[src/rtl/fpu_add_result_buffer.sv]
// Result stage behind the FP32 adder: captures tagged adder results into a small
// first-word-fall-through FIFO and releases them over a valid/ready handshake.
module fpu_add_result_buffer #(
    parameter int unsigned DEPTH     = 4,
    parameter int unsigned PTR_W     = 2,
    parameter int unsigned EXC_CNT_W = 16
) (
    input  logic                 clk,
    input  logic                 rst_n,
    input  logic [31:0]          Add_Data,
    input  logic                 Add_Data_Valid,
    input  logic                 In_Data_Valid,
    output logic                 In_Ready,
    output logic [31:0]          Data_Out,
    output logic                 Data_Out_Exc,
    output logic                 Data_Out_Valid,
    input  logic                 Out_Ready,
    input  logic                 Clr_Status,
    output logic                 Overflow,
    output logic [EXC_CNT_W-1:0] Exc_Count,
    output logic [PTR_W:0]       Level
);

    localparam logic [PTR_W:0] FULL_LEVEL = (PTR_W + 1)'(DEPTH);

    logic [32:0]      mem [DEPTH];
    logic [PTR_W-1:0] wr_ptr;
    logic [PTR_W-1:0] rd_ptr;
    logic [32:0]      head;
    logic             push;
    logic             pop;

    // Full/empty come from Level so that wrapped pointers never alias.
    assign In_Ready       = (Level != FULL_LEVEL);
    assign Data_Out_Valid = (Level != '0);
    assign push           = In_Data_Valid & In_Ready;
    assign pop            = Data_Out_Valid & Out_Ready;
    assign head           = mem[rd_ptr];

    always_comb begin
        Data_Out     = '0;
        Data_Out_Exc = 1'b0;
        if (Data_Out_Valid) begin
            Data_Out     = head[31:0];
            Data_Out_Exc = head[32];
        end
    end

    always_ff @(posedge clk) begin
        if (push)
            mem[wr_ptr] <= {~Add_Data_Valid, Add_Data};
    end

    always_ff @(posedge clk or negedge rst_n) begin
        if (!rst_n) begin
            wr_ptr    <= '0;
            rd_ptr    <= '0;
            Level     <= '0;
            Overflow  <= 1'b0;
            Exc_Count <= '0;
        end else begin
            if (push)
                wr_ptr <= wr_ptr + PTR_W'(1);
            if (pop)
                rd_ptr <= rd_ptr + PTR_W'(1);

            if (push && !pop)
                Level <= Level + (PTR_W + 1)'(1);
            else if (pop && !push)
                Level <= Level - (PTR_W + 1)'(1);

            // Clear wins over a same-cycle set or increment.
            if (Clr_Status) begin
                Overflow  <= 1'b0;
                Exc_Count <= '0;
            end else begin
                if (In_Data_Valid && !In_Ready)
                    Overflow <= 1'b1;
                if (push && !Add_Data_Valid && !(&Exc_Count))
                    Exc_Count <= Exc_Count + EXC_CNT_W'(1);
            end
        end
    end

endmodule

[config.mk]
export PLATFORM = sky130hd
export DESIGN_NAME = fpu_add_result_buffer
export DESIGN_NICKNAME = d
export VERILOG_FILES = /design/src/rtl/fpu_add_result_buffer.sv
export SDC_FILE = /design/constraint.sdc
export NUM_CORES = 1
export LEC_CHECK = 0
export ABC_AREA = 0
export BUFFER_PORTS_ARGS = -buffer_cell sky130_fd_sc_hd__buf_2
export CAP_MARGIN = 15
export CORE_MARGIN = 4
export CORE_UTILIZATION = 40
export DETAILED_ROUTE_END_ITERATION = 12
export PLACE_DENSITY = 0.57
export SLEW_MARGIN = 20
export SYNTH_ARGS = -nofsm -noshare
export SYNTH_HDL_FRONTEND = slang
export SYNTH_SLANG_ARGS = --single-unit
[constraint.sdc]
create_clock -name clk -period 2.6 [get_ports clk]
set_clock_uncertainty 0.05 [all_clocks]
set_input_delay 0.13 -clock clk [delete_from_list [all_inputs] [get_ports clk]]
set_output_delay 0.13 -clock clk [all_outputs]
set_load 0.02 [all_outputs]
[Yosys cells after proc, flatten, opt, wreduce, memory -nomap -nowiden]
Memories as Yosys holds them, arrays and structs flattened.
Cells that the tools add are included.
Storage, ports and cells
  flip-flop bits (word level): 24
  memory bits (writable): 132
  input port bits: 38
  output and inout bits: 55
  memories kept: 1
Memories
  mem: words 4, bits a word 33, read ports 1, clocked after memory_dff 0, write ports 1, line 26  | logic [32:0] mem [DEPTH];
Cells by class
  add/subtract/negate cells: 5
  equality and inequality tests: 1
  multiplexer cells: 10
  bitwise gates (word level): 3
  reductions and logical operators: 15
Operator list (number)
  two-way mux 16 bit: 2
  two-way mux 32 bit: 1
  adder 16 x 1 -> 16 bit, second input constant: 1
  AND reduction 16 bit: 1
  two-way mux 3 bit: 2
  nonzero test 2 bit: 3
  logical AND 1 bit: 5
  zero test 1 bit: 5
  two-way mux 1 bit: 5
  adder 2 x 1 -> 2 bit, second input constant: 2
  adder 3 x 1 -> 3 bit, second input constant: 1
  != test 3 bit, second input constant: 1
  nonzero test 3 bit: 1
  subtractor 3 x 1 -> 3 bit, second input constant: 1
  AND 1 bit: 2
  NOT 1 bit: 1

[Longest topological paths before layout]
  word-level depth: 6
  depth in mapped cells: 9
  mapped depth without buffers: 8

[Least setup slack after synthesis]
No wires, ideal clock.
  path kind: reg-to-reg
  start point: register Level[1]
  end point: register Level[1]
  library setup time: 0.125 ns
  arrival: 2.167 ns
  required time: 2.425 ns
  path slack: 0.259 ns
  stages on the path, launching flop included: 8
  buffers on the path: 1
  period minus slack after synthesis: 2.341 ns
  cells stage by stage: dfrtp_1 -> or3b_1 -> buf_6 -> and2_1 -> ha_1 -> inv_1 -> fa_1 -> mux2_2
On the way
  longest elaborated chain between the ends: 5
  elaborated cells between the ends (all ways): 13
  those cells by class: add/sub (2); eq/ne (1); mux (2); bitwise (2); reduce/logical (6)
Ends and longest elaborated chain
  start, declared: line 21  | output logic [PTR_W:0] Level
  start signal, assigned: line 68  | Level <= Level + (PTR_W + 1)'(1);
  start signal, assigned: line 70  | Level <= Level - (PTR_W + 1)'(1);
  != test 3 bit (*): line 34  | assign In_Ready = (Level != FULL_LEVEL);
  named net In_Ready: line 13  | output logic In_Ready,
  AND 1 bit (*): line 36  | assign push = In_Data_Valid & In_Ready;
  named net push: line 30  | logic push;
  zero test 1 bit: line 69  | else if (pop && !push)
  logical AND 1 bit: line 69
  nonzero test 2 bit (no line)
Mark *: on every way through the listed nets, which the timed path passes. The rest lies on a longest branch. The select of a mux whose other input is x is not followed.
A chain may end at the register's enable or synchronous reset.

[Worst setup path after layout]
  start point: register Level[1]
  end point: register Level[1]
On the way
  longest elaborated chain between the ends: 5
  elaborated cells between the ends (all ways): 13
  those cells by class: add/sub (2); eq/ne (1); mux (2); bitwise (2); reduce/logical (6)
Ends and longest elaborated chain (line)
  != test 3 bit (*): 34
  AND 1 bit (*): 36
  named net push: 30
  zero test 1 bit: 69
  logical AND 1 bit: 69
  nonzero test 2 bit (no line)
Marks and branches as above.

==> flow_summary.toml <==
[critical_path]
path_cells = "or3b_1, and2_1, ha_1, inv_1, fa_1, mux2_2"
crit_required_ps = 2850
cp-end-kind = "flip-flop"
max_stage_delay_ps = 430
cp-startpoint = "Level[1]$_DFFE_PN0P_"
path_class = "reg2reg"
critPathTopFamily = "simple AND/OR/NAND/NOR gates"
cp-start-kind = "flip-flop"
slowest_stage = "dfrtp_1"
cp_num_buf_inv = 1
path_max_fanout = 6
r2r-start = "Level[1]$_DFFE_PN0P_"
arrival_ps = 2480

[sta]
timing.final.ws_setup_ps = 370
fin_setup_tns_ps = 0
setup_viol = 0
post-route-period-util = 0.858
hold_viol_final = 0
whs_ps = 17.3
finalCriticalPeriod_ps = 2230
max_freq_ghz = 0.448
worst_pin_slew_ps = 942
slew_headroom = 0.372
maxSlewViolCount = 0
rsz0062_at_grt = "no"

[synthesis]
ys_async_sr_fraction = 0.154
syn_inst = 351
syn_area_mm2 = 0.00644
synth_cell_types = 43
avgSynthCellArea_um2 = 18.3
synth_edf_count = 132
syn-num-nets = 396
ys_ff_latch = 156
ys_warn_count = 0
synth_flop_cell = "edfxtp_1"
ys_seq_area_frac = 0.709

[power]
power_density_mw_per_mm2 = 1060
p_leak_nw = 2.91
ir_drop_v = 0.000576
p_clk_frac = 0.247
intPower_w = 0.00572
p_comb_frac = 0.345
swShare = 0.324
p_switching_w = 0.00274
seqPwrFrac = 0.408

[die]
die_w_um = 135
num_io_pins = 93
core_area_mm2 = 0.0158
start_util = 0.407
dieArea_mm2 = 0.0182
die_h_um = 135
row_count = 46

[cts]
cts_root_buf = "clkbuf_16"
cts_htree_levels = 4
clkTransAtPathRegs_ps = 60
cts_sinks = 156
worstSkewPairLatency_ps = 410
clk_path_buf_depth = 2
numCtsBuffers = 17
cts_tree = "done"
cts_resized = 0

[placed_design]
hpwl_um = 7830
port_buffers = 92
dp_slack_ps = 401
post_dp_cell_area_mm2 = 0.00714
place.gp.congestion = 0.786

[route]
wirelength_um = 13000
drt-vias-per-instance = 5.07
routedWlPerCell_um = 18.2
initialDrtViolationCount = 207
routed-via-count = 3622
drc = 0
dr.pass1.iters = 4
postRouteAntennaNets = 0

[finish]
num-nets-final = 530
final_area_mm2 = 0.00798
syn2layout_area_growth_pct = 23.9
diodes = 0
drive_gt1_frac = 0.345

[global_route]
grt_pass1_wl_um = 20500
grt_use_total = 0.150
grt_pass1_vias = 3842
grt_max_degree = 36
grt_overflow_total = 0
antenna_found_initial = 0

[flow_run]
drv_cap = 0

[worst_hold_path]
worstHoldStart = "In_Data_Valid"
hold_class = "in2reg"

[outcome]
outcome = "completed"
## through the flow
step	utilization	total power [W]	cells
CTS	0.504	0.00862	714
floorplan	-	0.00548	351
detailed placement	0.451	0.00646	647
finish	0.504	0.00846	714
global route	0.504	0.00895	714
global placement	0.451	0.00642	647
## what timing repair did
item                      4_1_cts  5_1_grt
hold endpoints to repair      158        0
setup buffers                   0        0
hold buffers                   35        0
## routing by layer
layer | up-vias | track usage | wire [µm]
met2 | 96 | 0.239 | 6460
li1 | 1662 | - | -
met3 | 22 | 0.0387 | 578
met5 | - | 0 | 0
met1 | 1842 | 0.192 | 5630
met4 | 0 | 0.0741 | 319
## power groups by stage
stage	sequential (W)	clock [W]	combinational (W)
3_3_place_gp	0.00348	0	0.00294
3_5_place_dp	0.00351	0	0.00295
5_1_grt	0.00350	0.00226	0.00319
4_1_cts	0.00346	0.00215	0.00301
6_report	0.00345	0.00209	0.00292
2_1_floorplan	0.00343	0	0.00205
## flip-flops by register name, indices dropped and copies added, names as in the netlist
register   cells
mem          132
Exc_Count     16
Level          3
rd_ptr         2
wr_ptr         2
Overflow       1
## synth_stat cells (2+ instances only)
master	n	area (µm²)
buf_2	5	25.0
ha_1	6	75.1
o21ai_1	3	15.0
or3_1	2	12.5
mux2_1	3	33.8
or4_1	8	60.1
mux4_2	33	743
nor3_1	2	10.0
xor2_1	2	17.5
nor4_1	3	18.8
xnor2_1	4	35.0
clkbuf_1	9	33.8
a21oi_1	11	55.1
nand3_1	8	40.0
nor2b_1	4	25.0
and3_1	4	25.0
nand4_2	3	37.5
nor4b_2	2	30.0
nor2_1	7	26.3
inv_1	7	26.3
or3b_1	2	17.5
nand4_1	2	12.5
edfxtp_1	132	3960
nand2_1	5	18.8
o31ai_1	8	60.1
and2_1	34	213
dfrtp_1	24	601
buf_6	3	33.8
## cells in the final DEF (no fill, tap or decap), types with 3 or more instances in the layout
master	instances
buf_2	92
dlygate4sd3_1	35
a21oi_1	11
o31ai_1	8
mux4_2	33
clkbuf_16	17
buf_4	5
mux2_1	3
inv_1	7
nand2_1	5
xnor2_1	4
nand3_1	8
nand4_2	3
and3_2	4
nor2b_1	4
dfrtp_1	22
and2_1	34
ha_1	6
or4_1	8
clkinv_2	3
edfxtp_1	132
o21ai_1	3
nor2_1	7
nor4_1	3
clkbuf_1	10
## area by class of cell
| type | instances | area, µm² |
|---|---|---|
| fill | 1344 | 7850 |
| sequential | 156 | 4570 |
| inverter | 7 | 26.3 |
| timing repair buffer | 133 | 868 |
| clock inverter | 5 | 26.3 |
| clock buffer | 27 | 463 |
| tap | 216 | 270 |
| multi-input combinational | 170 | 1760 |
## worst paths after layout
kind | to | slack (ps) | depth (start not counted)
max | Level[1]$_DFFE_PN0P_ | 370 | 6
min | Overflow$_DFFE_PN0P_ | 20 | 3
max reg2reg | Level[1]$_DFFE_PN0P_ | 370 | 6
min reg2reg | Level[2]$_DFFE_PN0P_ | 480 | 1
max in group asynchronous | rd_ptr[0]$_DFFE_PN0P_ | 1890 | 2
min in group asynchronous | Exc_Count[0]$_DFFE_PN0P_ | 190 | 2
## cell families after synthesis
family,Yosys count,synth area share
flops,156,0.709
simple gates,94,0.101
mux,38,0.125
compound gates,25,0.0233
buf+inv,25,0.0190
fa+ha+maj,7,0.0148
xor+xnor,6,0.00816
## worst min-delay path, cell delays in order
cell and delay (ps):
buf_2 140, a31oi_1 80, nor2_1 80
No activity file was read; power rests on OpenSTA's default activity.
